### config.mk
export PLATFORM = sky130hd
export DESIGN_NAME = decode_stage
export DESIGN_NICKNAME = d
export VERILOG_FILES = /design/src/rtl/decode_stage.sv
export SDC_FILE = /design/constraint.sdc
export NUM_CORES = 1
export LEC_CHECK = 0
export CAP_MARGIN = 20
export CORE_ASPECT_RATIO = 1.75
export CORE_MARGIN = 8
export CORE_UTILIZATION = 49
export CTS_CLUSTER_DIAMETER = 50
export CTS_CLUSTER_SIZE = 28
export DETAILED_ROUTE_END_ITERATION = 6
export GPL_ROUTABILITY_DRIVEN = 0
export PLACE_DENSITY = 0.92
export SYNTH_ARGS = -nofsm -noshare
export SYNTH_HDL_FRONTEND = slang
export SYNTH_SLANG_ARGS = --single-unit
### constraint.sdc
create_clock -name clk -period 4.4 [get_ports clk]
set_input_delay 0.88 -clock clk [delete_from_list [all_inputs] [get_ports clk]]
set_output_delay 0.88 -clock clk [all_outputs]
set_load 0.005 [all_outputs]
### src/rtl/decode_stage.sv
// Registered instruction-decode stage: valid/ready handshake on both sides, RUN/HALTED FSM and flush.
// Optional feature: define DECODE_PERF_EN to enable the 32-bit retireCount counter.
module decode_stage #(
  parameter int REG_AW = 4,
  parameter int IMM_W  = 10
) (
  input  logic                  clk,
  input  logic                  rst_n,
  input  logic [4+3*REG_AW-1:0] instr,
  input  logic                  inValid,
  output logic                  inReady,
  output logic                  outValid,
  input  logic                  outReady,
  input  logic                  flush,
  input  logic                  resume,
  output logic                  halted,
  output logic [1:0]            aluFunc,
  output logic [1:0]            shiftFunc,
  output logic [REG_AW-1:0]     regWriteAddr,
  output logic [REG_AW-1:0]     regX,
  output logic [REG_AW-1:0]     regY,
  output logic [IMM_W-1:0]      dOut,
  output logic                  jump,
  output logic                  neg,
  output logic                  zero,
  output logic                  compare,
  output logic                  stack,
  output logic                  memRead,
  output logic                  memWrite,
  output logic                  aluEnable,
  output logic                  regLoad,
  output logic                  constant,
  output logic                  halt,
  output logic                  shiftEnable,
  output logic [31:0]           retireCount
);

  localparam int FW    = 3 * REG_AW;
  localparam int IMM_L = 2 * REG_AW;

  typedef enum logic {RUN, HALTED} state_t;

  typedef struct packed {
    logic [1:0]        alu_func;
    logic [1:0]        shift_func;
    logic [REG_AW-1:0] wa;
    logic [REG_AW-1:0] rx;
    logic [REG_AW-1:0] ry;
    logic [IMM_W-1:0]  dout;
    logic jump, neg, zero, compare, stack, mem_read, mem_write;
    logic alu_enable, reg_load, constant, halt, shift_enable;
  } bundle_t;

  state_t  state;
  bundle_t bundle_q, dec;
  logic    out_valid_q;
  logic    accept;

  logic [3:0]        op;
  logic [FW-1:0]     f;
  logic [REG_AW-1:0] fa, fb, fc;
  logic [IMM_L-1:0]  imm, neg_imm;
  logic              s, sub;

  assign op      = instr[FW+3:FW];
  assign f       = instr[FW-1:0];
  assign fa      = f[FW-1 -: REG_AW];
  assign fb      = f[2*REG_AW-1 -: REG_AW];
  assign fc      = f[REG_AW-1:0];
  assign imm     = f[FW-1:REG_AW];
  assign neg_imm = -imm;
  assign s       = f[FW-1];
  assign sub     = f[FW-2];

  assign inReady = (state == RUN) && (!out_valid_q || outReady) && !flush;
  assign accept  = inValid && inReady;

  // NOTE: every field gets a default before the case, so no path leaves a latch behind.
  always_comb begin
    dec = '0;
    unique case (op)
      4'h0: dec.halt = 1'b1;
      4'h1, 4'h2, 4'h3, 4'h4: begin
        dec.alu_enable = 1'b1;
        dec.reg_load   = 1'b1;
        dec.alu_func   = (op == 4'h1) ? 2'b10 : (op == 4'h2) ? 2'b11 :
                         (op == 4'h3) ? 2'b00 : 2'b01;
        dec.wa = fa; dec.rx = fb; dec.ry = fc;
      end
      4'h5: begin
        dec.alu_enable = 1'b1;
        dec.reg_load   = 1'b1;
        dec.constant   = 1'b1;
        dec.alu_func   = s ? 2'b01 : 2'b00;
        dec.wa = fc; dec.rx = fc; dec.ry = fc;
        // Negation wraps within the immediate width before zero extension.
        dec.dout = IMM_W'(s ? neg_imm : imm);
      end
      4'h6: begin
        dec.compare    = 1'b1;
        dec.alu_enable = 1'b1;
        dec.alu_func   = s ? 2'b10 : 2'b01;
        dec.wa = fb; dec.rx = fb; dec.ry = fc;
      end
      4'h7: begin
        dec.reg_load = 1'b1;
        dec.wa = fb; dec.rx = fb; dec.ry = fc;
      end
      4'h8: begin
        dec.reg_load = 1'b1;
        dec.constant = 1'b1;
        dec.wa = fc; dec.rx = fc; dec.ry = fc;
        dec.dout = IMM_W'($signed(imm));
      end
      4'h9: begin
        dec.stack     = s;
        dec.mem_read  = sub;
        dec.mem_write = !sub;
        dec.reg_load  = sub;
        dec.wa = s ? fc : fb; dec.rx = s ? fc : fb; dec.ry = fc;
      end
      4'hA: begin
        dec.shift_enable = 1'b1;
        dec.shift_func   = f[FW-1:FW-2];
        dec.wa = fb; dec.rx = fb; dec.ry = fb;
        dec.dout = IMM_W'($signed(fc));
      end
      4'hB: begin
        dec.stack     = 1'b1;
        dec.mem_write = 1'b1;
        dec.wa = fb; dec.rx = fc; dec.ry = fc;
      end
      4'hC: begin
        dec.stack    = 1'b1;
        dec.mem_read = 1'b1;
        dec.reg_load = 1'b1;
        dec.wa = fc; dec.rx = fc; dec.ry = fc;
      end
      default: begin
        dec.jump     = 1'b1;
        dec.compare  = 1'b1;
        dec.neg      = (op == 4'hD);
        dec.zero     = (op == 4'hE);
        dec.wa = fc; dec.rx = fc; dec.ry = fc;
        dec.constant = s;
        dec.dout     = s ? f[IMM_W-1:0] : '0;
      end
    endcase
  end

  // NOTE: sequential state uses non-blocking assignments so every register samples pre-edge values.
  always_ff @(posedge clk) begin
    if (!rst_n) begin
      state       <= RUN;
      out_valid_q <= 1'b0;
      bundle_q    <= '0;
    end else begin
      if (accept) begin
        bundle_q    <= dec;
        out_valid_q <= 1'b1;
      end else if (flush || outReady) begin
        out_valid_q <= 1'b0;
      end

      if (state == HALTED) begin
        if (resume) state <= RUN;
      end else if (accept && op == 4'h0) begin
        state <= HALTED;
      end
    end
  end

  assign outValid     = out_valid_q;
  assign halted       = (state == HALTED);
  assign aluFunc      = bundle_q.alu_func;
  assign shiftFunc    = bundle_q.shift_func;
  assign regWriteAddr = bundle_q.wa;
  assign regX         = bundle_q.rx;
  assign regY         = bundle_q.ry;
  assign dOut         = bundle_q.dout;
  assign jump         = bundle_q.jump;
  assign neg          = bundle_q.neg;
  assign zero         = bundle_q.zero;
  assign compare      = bundle_q.compare;
  assign stack        = bundle_q.stack;
  assign memRead      = bundle_q.mem_read;
  assign memWrite     = bundle_q.mem_write;
  assign aluEnable    = bundle_q.alu_enable;
  assign regLoad      = bundle_q.reg_load;
  assign constant     = bundle_q.constant;
  assign halt         = bundle_q.halt;
  assign shiftEnable  = bundle_q.shift_enable;

`ifdef DECODE_PERF_EN
  logic [31:0] retire_q;

  // A flushed bundle is discarded, so it never counts as retired.
  always_ff @(posedge clk) begin
    if (!rst_n)                                retire_q <= '0;
    else if (out_valid_q && outReady && !flush) retire_q <= retire_q + 32'd1;
  end

  assign retireCount = retire_q;
`else
  assign retireCount = '0;
`endif

endmodule

==> metrics.yaml <==
skew_ps: 4.60
drive_gt1_frac: 0.0585
globalRouteOverflowTotal: 0
leakage_nw: 1.17
slew_headroom: 0.341
sw_frac_of_total: 0.303
combPwrFrac: 0.243
ir_worst_vdd_uv: 179
yosysUniqueCellTypes: 59
rr_startpoint: "halted$_SDFF_PN0_"
maxCapViolCount: 0
cts_hold_buf: 0
crit_required_ps: 3520
power.share.sequential: 0.468
antenna_found_initial: 0
via_per_inst: 5.91
root_buffer: "clkbuf_8"
drtPass1Iterations: 6
rsz0062_at_grt: "false"
syn_area_um2: 2720
worstSkewPairLatency_ps: 300
cp.arrival_ps: 2120
io_pins: 95
cts_resized: 0
cp-start-kind: "input pin"
grt_pass1_vias: 2622
min-delay-start: "compare$_SDFFE_PN0P_"
cts.sinks: 40
criticalPathCategory: "input pin to primary output"
track_usage: 0.183
mostFrequentLayoutCells: "62 x clkdlybuf4s50_1, 40 x dfxtp_1, 33 x nand2_1"
final_common_cell: "clkdlybuf4s50_1"
fin_crit_ps: 3000
pwr-share-clk: 0.288
synth_edf_count: 0
io_buffers: 62
status: "complete, no violations"
reg2reg_to: "dOut[6]$_SDFFE_PN0P_"
slew_viol_final: 0
start_util: 0.499
die_w_um: 72.3
die_h_um: 115
drt-total-wl_um: 7690
cts_buffers: 5
multi_input_area_um2: 1620
fmax_mhz: 333
area_growth_syn_to_layout_pct: 20.4
cp_max_fo: 4
num_vias: 2771
synth_area_per_cell_um2: 7.72
final_core_util: 0.600
min-delay-path-class: "flip-flop to flip-flop"
drc: 0
layout.nets: 416
wire_per_inst_um: 16.4
holdPathEnd: "compare$_SDFFE_PN0P_"
internal_power_w: 0.000578
synth_flop_cell: "dfxtp_1"
rr_worst_depth: 5
cts.clk_slew.worst_paths_ps: 70
syn_inst: 352
hpwl_um: 5760
die-area_um2: 8280
ys_seq_area_frac: 0.295
setup_viol: 0
end_kind: "primary output"
ctsLongestPathBuffers: 2
postRouteAntennaNets: 0
grt_max_degree: 33
p_switching_w: 0.000252
core_area_um2: 5450
antenna_cells: 0
h-tree-depth: 2
hold-path-cell-count: 2
hold_viol: 0
post_cts_buffers: 0
tns_ps: 0
async_flop_share: 0
worstMarginPinSlew_ps: 986
ys_seq_elements: 40
r2r_slack_ps: 2380
ff_latch_area_um2: 801
cts_tree: "yes"
finalCritPeriodShare: 0.683
yosysWarningCount: 0
power.density_nw_per_um2: 254
fill_cells: 507
drtIter0Drc: 270
placementRows: 36
grt_pass1_wl_um: 12100
registers in the layout, indices dropped and copies added (netlist names), 2 cells and up:
name and count:
aluFunc 2, regY 4, shiftFunc 2, dOut 10
regX 4, regWriteAddr 4
metal layers:
| layer | GRT usage | vias to the layer above | wire length, um |
|---|---|---|---|
| met5 | 0 | - | 0 |
| met3 | 0.0544 | 30 | 756 |
| met2 | 0.298 | 177 | 3800 |
| li1 | - | 1281 | - |
| met4 | 0.144 | 0 | 407 |
| met1 | 0.190 | 1283 | 2730 |
Yosys cell counts (2+ instances only):
master | n | area, um2
a211oi_1 | 6 | 45.0
a21boi_1 | 16 | 120
a21oi_1 | 25 | 125
a221oi_1 | 3 | 26.3
a221oi_2 | 4 | 60.1
a31oi_1 | 9 | 56.3
and2_1 | 7 | 43.8
and3_1 | 3 | 18.8
buf_2 | 15 | 75.1
buf_4 | 34 | 255
clkbuf_1 | 12 | 45.0
dfxtp_1 | 40 | 801
inv_1 | 5 | 18.8
inv_2 | 2 | 7.51
nand2_1 | 33 | 124
nand2b_1 | 11 | 68.8
nand3_1 | 13 | 65.1
nand3b_1 | 4 | 30.0
nand4_1 | 3 | 18.8
nand4bb_1 | 2 | 22.5
nor2_1 | 8 | 30.0
nor2b_1 | 7 | 43.8
nor3_1 | 5 | 25.0
o2111ai_1 | 2 | 17.5
o211ai_1 | 3 | 22.5
o21a_1 | 3 | 22.5
o21ai_0 | 31 | 155
o21ai_1 | 10 | 50.1
o22ai_1 | 2 | 12.5
or3b_1 | 3 | 26.3
xnor2_1 | 3 | 26.3
worst max path at each step:
stage | slack, ps | endpoint | startpoint | cells past startpoint
finish | 1400 | inReady | outReady | 4
global route | 1340 | inReady | outReady | 4
CTS | 1380 | inReady | outReady | 4
detailed placement | 1240 | regWriteAddr[0]$_SDFFE_PN0P_ | instr[13] | 5
global placement | 1320 | regWriteAddr[0]$_SDFFE_PN0P_ | instr[13] | 5
floorplan | 2140 | dOut[4]$_SDFFE_PN0P_ | instr[5] | 7
worst max-delay path: stages:
cell,delay [ps]
clkdlybuf4s50_1,450
nand2b_1,140
and2_1,140
clkdlybuf4s50_1,510
power groups by stage:
stage	sequential [W]	clock (W)	combinational, W
3_5_place_dp	0.000397	0	0.000197
4_1_cts	0.000388	0.000241	0.000199
6_report	0.000389	0.000239	0.000202
5_1_grt	0.000391	0.000262	0.000219
3_3_place_gp	0.000396	0	0.000193
2_1_floorplan	0.000397	0	0.000134
per-stage QoR:
| stage | std cells | power, W | hold slack, ps | setup slack, ps | cell area, um2 |
|---|---|---|---|---|---|
| after global placement | 462 | 0.000589 | 440 | 1320 | 3190 |
| after floorplan | 383 | 0.000531 | 447 | 2140 | 2830 |
| after CTS | 469 | 0.000828 | 459 | 1380 | 3270 |
| after detailed placement | 462 | 0.000594 | 449 | 1240 | 3190 |
| final | 469 | 0.000830 | 453 | 1400 | 3270 |
| after global routing | 469 | 0.000871 | 477 | 1340 | 3270 |
cell type report:
class | instances | share of cell area
tap | 76 | 0.0291
timing repair buffer | 66 | 0.199
clock inverter | 2 | 0.00383
sequential | 40 | 0.245
clock buffer | 5 | 0.0210
inverter | 7 | 0.00803
multi-input combinational | 273 | 0.494
logic make-up after synthesis:
group	share of synthesized area
and+or+nand+nor	0.230
xor gates and xnor gates	0.00967
buffers and inverters	0.153
AOI/OAI and AO/OA	0.302
adders and majority gates	0.00460
muxes	0.00368
other	0.00138
DFF	0.295
(Power assumes the default switching activity.)
